$ cat src/rtl/uart_xmitter.sv
// uart_xmitter: single-channel 8N1 UART transmitter for board bring-up.
// A rising edge on i_data_DV while idle latches i_data_in and sends one frame
// (start, 8 data bits LSB first, stop) on o_tx, each bit CLKS_PER_BIT clocks.
// Optional macro UART_XMITTER_PARITY_EN inserts an even-parity bit before stop.
`timescale 1ns/1ps
module uart_xmitter #(
  parameter int unsigned CLKS_PER_BIT = 1
) (
  input  logic       i_clk,
  input  logic       i_rst_n,
  input  logic [7:0] i_data_in,
  input  logic       i_data_DV,
  output logic [7:0] o_data_in,
  output logic       o_tx,
  output logic       o_wait,
  output logic [3:0] debug
);

  typedef enum logic [3:0] {
    IDLE   = 4'd0,
    START  = 4'd1,
    DATA   = 4'd2,
    STOP   = 4'd3
`ifdef UART_XMITTER_PARITY_EN
    ,
    PARITY = 4'd4
`endif
  } state_t;

  localparam logic [15:0] BAUD_LAST = 16'(CLKS_PER_BIT - 1);

  state_t      state_q, state_n;
  logic [15:0] baud_q, baud_n;
  logic [2:0]  bit_q, bit_n;
  logic [7:0]  shreg_q, shreg_n;
  logic [7:0]  echo_n;
  logic        tx_n, wait_n;
  logic        dv_d;
  logic        start_req;
  logic        baud_done;
  logic        accept;

  assign start_req = i_data_DV & ~dv_d;
  assign baud_done = (baud_q == BAUD_LAST);
  assign debug     = state_q;

  // State, counters, data and registered line outputs.
  always_ff @(posedge i_clk or negedge i_rst_n) begin
    if (!i_rst_n) begin
      state_q   <= IDLE;
      baud_q    <= '0;
      bit_q     <= '0;
      shreg_q   <= '0;
      o_data_in <= '0;
      o_tx      <= 1'b1;
      o_wait    <= 1'b0;
      dv_d      <= 1'b0;
    end else begin
      state_q   <= state_n;
      baud_q    <= baud_n;
      bit_q     <= bit_n;
      shreg_q   <= shreg_n;
      o_data_in <= echo_n;
      o_tx      <= tx_n;
      o_wait    <= wait_n;
      dv_d      <= i_data_DV;
    end
  end

  // Next-state and counter logic; line outputs are decoded from the next state
  // so they are registered alongside the FSM without an extra cycle of lag.
  always_comb begin
    state_n = state_q;
    baud_n  = baud_q;
    bit_n   = bit_q;
    shreg_n = shreg_q;
    echo_n  = o_data_in;
    accept  = 1'b0;
    tx_n    = 1'b1;
    wait_n  = 1'b1;

    case (state_q)
      IDLE: begin
        accept = start_req;
      end
      START: begin
        if (baud_done) begin
          baud_n  = '0;
          bit_n   = '0;
          state_n = DATA;
        end else begin
          baud_n = baud_q + 16'd1;
        end
      end
      DATA: begin
        if (baud_done) begin
          baud_n = '0;
          if (bit_q == 3'd7) begin
`ifdef UART_XMITTER_PARITY_EN
            state_n = PARITY;
`else
            state_n = STOP;
`endif
          end else begin
            bit_n = bit_q + 3'd1;
          end
        end else begin
          baud_n = baud_q + 16'd1;
        end
      end
`ifdef UART_XMITTER_PARITY_EN
      PARITY: begin
        if (baud_done) begin
          baud_n  = '0;
          state_n = STOP;
        end else begin
          baud_n = baud_q + 16'd1;
        end
      end
`endif
      STOP: begin
        if (baud_done) begin
          baud_n  = '0;
          state_n = IDLE;
          // The edge that re-enters IDLE may itself accept a new request.
          accept  = start_req;
        end else begin
          baud_n = baud_q + 16'd1;
        end
      end
      default: begin
        state_n = IDLE;
        baud_n  = '0;
        bit_n   = '0;
      end
    endcase

    if (accept) begin
      shreg_n = i_data_in;
      echo_n  = i_data_in;
      baud_n  = '0;
      bit_n   = '0;
      state_n = START;
    end

    case (state_n)
      IDLE:   wait_n = 1'b0;
      START:  tx_n   = 1'b0;
      DATA:   tx_n   = shreg_n[bit_n];
`ifdef UART_XMITTER_PARITY_EN
      PARITY: tx_n   = ^shreg_n;
`endif
      STOP:   tx_n   = 1'b1;
      default: begin
        tx_n   = 1'b1;
        wait_n = 1'b0;
      end
    endcase
  end

endmodule

$ cat config.mk
export PLATFORM = sky130hd
export DESIGN_NAME = uart_xmitter
export DESIGN_NICKNAME = d
export VERILOG_FILES = /design/src/rtl/uart_xmitter.sv
export SDC_FILE = /design/constraint.sdc
export NUM_CORES = 1
export LEC_CHECK = 0
export CORE_ASPECT_RATIO = 1.2
export CORE_MARGIN = 2
export CORE_UTILIZATION = 50
export DETAILED_ROUTE_END_ITERATION = 16
export PLACE_DENSITY_LB_ADDON = 0.08
export SLEW_MARGIN = 40
export SYNTH_ARGS = -nofsm -noshare
export SYNTH_HDL_FRONTEND = slang
export SYNTH_SLANG_ARGS = --single-unit
export TNS_END_PERCENT = 5
$ cat constraint.sdc
create_clock -name i_clk -period 2.7 [get_ports i_clk]
set_clock_uncertainty 0.1 [all_clocks]
set_input_delay 0.54 -clock i_clk [delete_from_list [all_inputs] [get_ports i_clk]]
set_output_delay 0.54 -clock i_clk [all_outputs]
set_load 0.1 [all_outputs]
==> results.txt <==
Post-CTS Hold Fix Bufs: 0
Vias in the first global route: 1768
Rows: 26
Hold slack: 0.0810 ns
Synth Register Bits: 42
R2R Setup Slk: 0.19 ns
Post-synthesis mux area share: 8.64%
Global-route wire length before repair: 7.83 mm
DR top layer: met4
Htree depth: 2
Die Ht: 76.0 microns
Clk network pwr share: 26.9%
Worst-skew pair later-pin latency: 0.30 ns
Worst Setup Start Kind: flop
WL final: 4.45 mm
Starting DRT DRC Count: 90
Clock buffer depth: 2
Most frequent cell after synthesis: dfrtp_1
Slew Viols, Final: 0
RSZ-0062 raised after global routing: no
Area grow syn2layout: 20.2%
Final net count: 260
Final min period: 2.51 ns
Seq pwr share: 45.9%
Diode count: 0
Final hold vios: 0
CTS tree: done
Post-synth top area cell: dfrtp_1
WP data required: 2.82 ns
Routed Antenna Nets: 0
Initial antenna violation count: 0
Routed wire per std cell: 14.7 microns
Grt ovf: 0
Sw Share: 37.0%
Post-synthesis simple-gate area fraction: 20.6%
DIE WIDTH: 64.0 microns
CP cell instances: inv_1 -> ha_1 -> nor4b_4 -> and4_4 -> a31oi_4 -> a211oi_4 -> mux2i_1 -> mux2_2 -> a211oi_2
Area occupied by multi-input gates: 1050 sq um
Synth area leaders: dfrtp_1 (48%), mux2_2 (6.8%), nand2_1 (3.7%)
Post-synthesis cell area: 2160 sq um
Gr usage total: 20.4%
M1 WL: 1.81 mm
Setup violations, final: 0
Critical path's slowest cell: dfrtp_1
Outcome: completed
Synth Area in XOR/XNOR: 3.65%
Synth Area in Adders: 1.74%
Power Dens Cells: 608 nW/um^2
Met3 wire length: 129 microns
Syn_area_per_cell: 10.3 sq um
Lkg Pwr: 1.14 nW
Hpwl dp: 3.36 mm
Most common flop cell mapped by yosys: dfrtp_1
Hold Path Class: input pin to async pin
Placer Congestion: 0.779
Port Buffers: 24
Drt drc: 0
Max IR drop VDD: 429 uV
Post-synth top area share: 47.6%
Post-synthesis compound-gate area fraction: 13.3%
FMAX: 398 MHz
Worst Path Max Fanout: 6
FFs w/ async S/R, synth: 100%
Post-synth EDFFs: 0
Critical setup path kind: flop to flop
Sw Pwr: 583 uW
CTS root buf: clkbuf_8
# IOs: 25
TritonCTS Sinks: 42
Post-synth top cells: dfrtp_1 (41), nand2_1 (21), nor2_1 (16), o21ai_0 (14), mux2_2 (13)
Die area: 4860 sq um
Combinational Power Share: 27.3%
Critical Path End Type: flop
Final core occ: 61.8%
Number of distinct library cells after synthesis: 47
Initial DRT Pass Iterations: 4
Yosys warns: 0
Final Cycle Share: 93.0%
Post-synthesis sequential area ratio: 48.8%
Largest family of logic cells by synthesized area: simple AND/OR/NAND/NOR gates
CTS clk-pin slew, worst paths: 0.09 ns
Pin count of the biggest net entering global routing: 23
CP max stage delay: 0.42 ns
P_int: 993 uW
Vias: 1640
# fillers: 354
Delay-heaviest family, CP: compound AO/OA/AOI/OAI gates
Critical Path AT: 2.64 ns
Core ar.: 4200 sq um
Register area: 1050 sq um
Post-Synthesis Cells: 209
Worst path bufs/invs: 1
Vias/cell: 5.41
Num CTS Buffers: 5
Initial Util: 51.4%
Met2 routed WL: 2.45 mm
MaxCap Viol Count: 0
Share of post-route cells with drive strength above 1: 25.1%
cells in the final DEF, fill, tap and decap left out, types with 4 or more instances in the layout:
cell             Yosys  layout
a21oi_1              7       7
and3_1               5       5
buf_4                0      26
clkbuf_8             0       5
clkdlybuf4s50_1      0       9
dfrtp_1             41      40
inv_1                8       8
mux2_2              13      13
mux2i_1              4       4
nand2_1             21      21
nand2b_1             4       4
nand3_1              9       9
nand4_1              6       6
nor2_1              16      16
o21ai_0             14      14
xor2_1               8       8
power by group through the flow:
stage / clock (mW) / sequential, mW / combinational, mW
2_1_floorplan: 0 / 0.957 / 0.0952
3_3_place_gp: 0 / 0.734 / 0.428
3_5_place_dp: 0 / 0.736 / 0.432
4_1_cts: 0.433 / 0.723 / 0.433
5_1_grt: 0.464 / 0.730 / 0.451
6_report: 0.424 / 0.723 / 0.430
stage by stage:
stage	total power [mW]	setup slack, ns	instance area [sq um]	cells	setup TNS [ns]
after global placement	1.16	0.0263	2480	294	0
after detailed placement	1.17	-0.0262	2480	294	-0.0262
after floorplan	1.05	0.00660	2160	210	0
final	1.58	0.188	2590	303	0
after global routing	1.65	0.0446	2590	303	0
after CTS	1.59	0.0163	2570	302	0
state kept, by name, summed over array words and instances (netlist names):
name       flops
baud_q        16
o_data_in      8
shreg_q        8
debug          4
bit_q          3
dv_d           1
o_tx           1
o_wait         1
repair_timing:
item / CTS / global route
buffers inserted: 0 / 1
setup endpoints to repair: 0 / 1
gates resized for setup: 0 / 3
cell families after synthesis:
group           after synthesis
compound gates               40
xor+xnor                      9
fa+ha+maj                     3
buf+inv                      15
flops                        42
mux                          17
other cells                   1
simple gates                 82
path summary, 6_finish.rpt:
check | cells past startpoint | endpoint | from
worst max-delay path | 9 | o_tx | baud_q[0]
worst min-delay path | 1 | baud_q[8] | i_rst_n
worst max register to register | 9 | o_tx | baud_q[0]
worst min register to register | 2 | o_data_in[1] | o_data_in[1]
max in group asynchronous | 2 | shreg_q[5] | i_rst_n
min in group i_clk | 2 | o_data_in[1] | o_data_in[1]
layout make-up:
cell class	count	area share, %
clock inverters	3	0.965
flip-flops and latches	42	40.6
well taps	56	2.70
inverters	8	1.16
repair buffers	36	11.2
clock buffers	5	2.65
multi-input cells	153	40.7
metal layers:
layer / up-vias / global-route usage [%]
li1: 811 / -
met3: 7 / 4.60
met5: - / 0
met2: 26 / 37.1
met4: 0 / 6.52
met1: 796 / 23.1
Note: power is estimated with default switching activity, not from simulation.
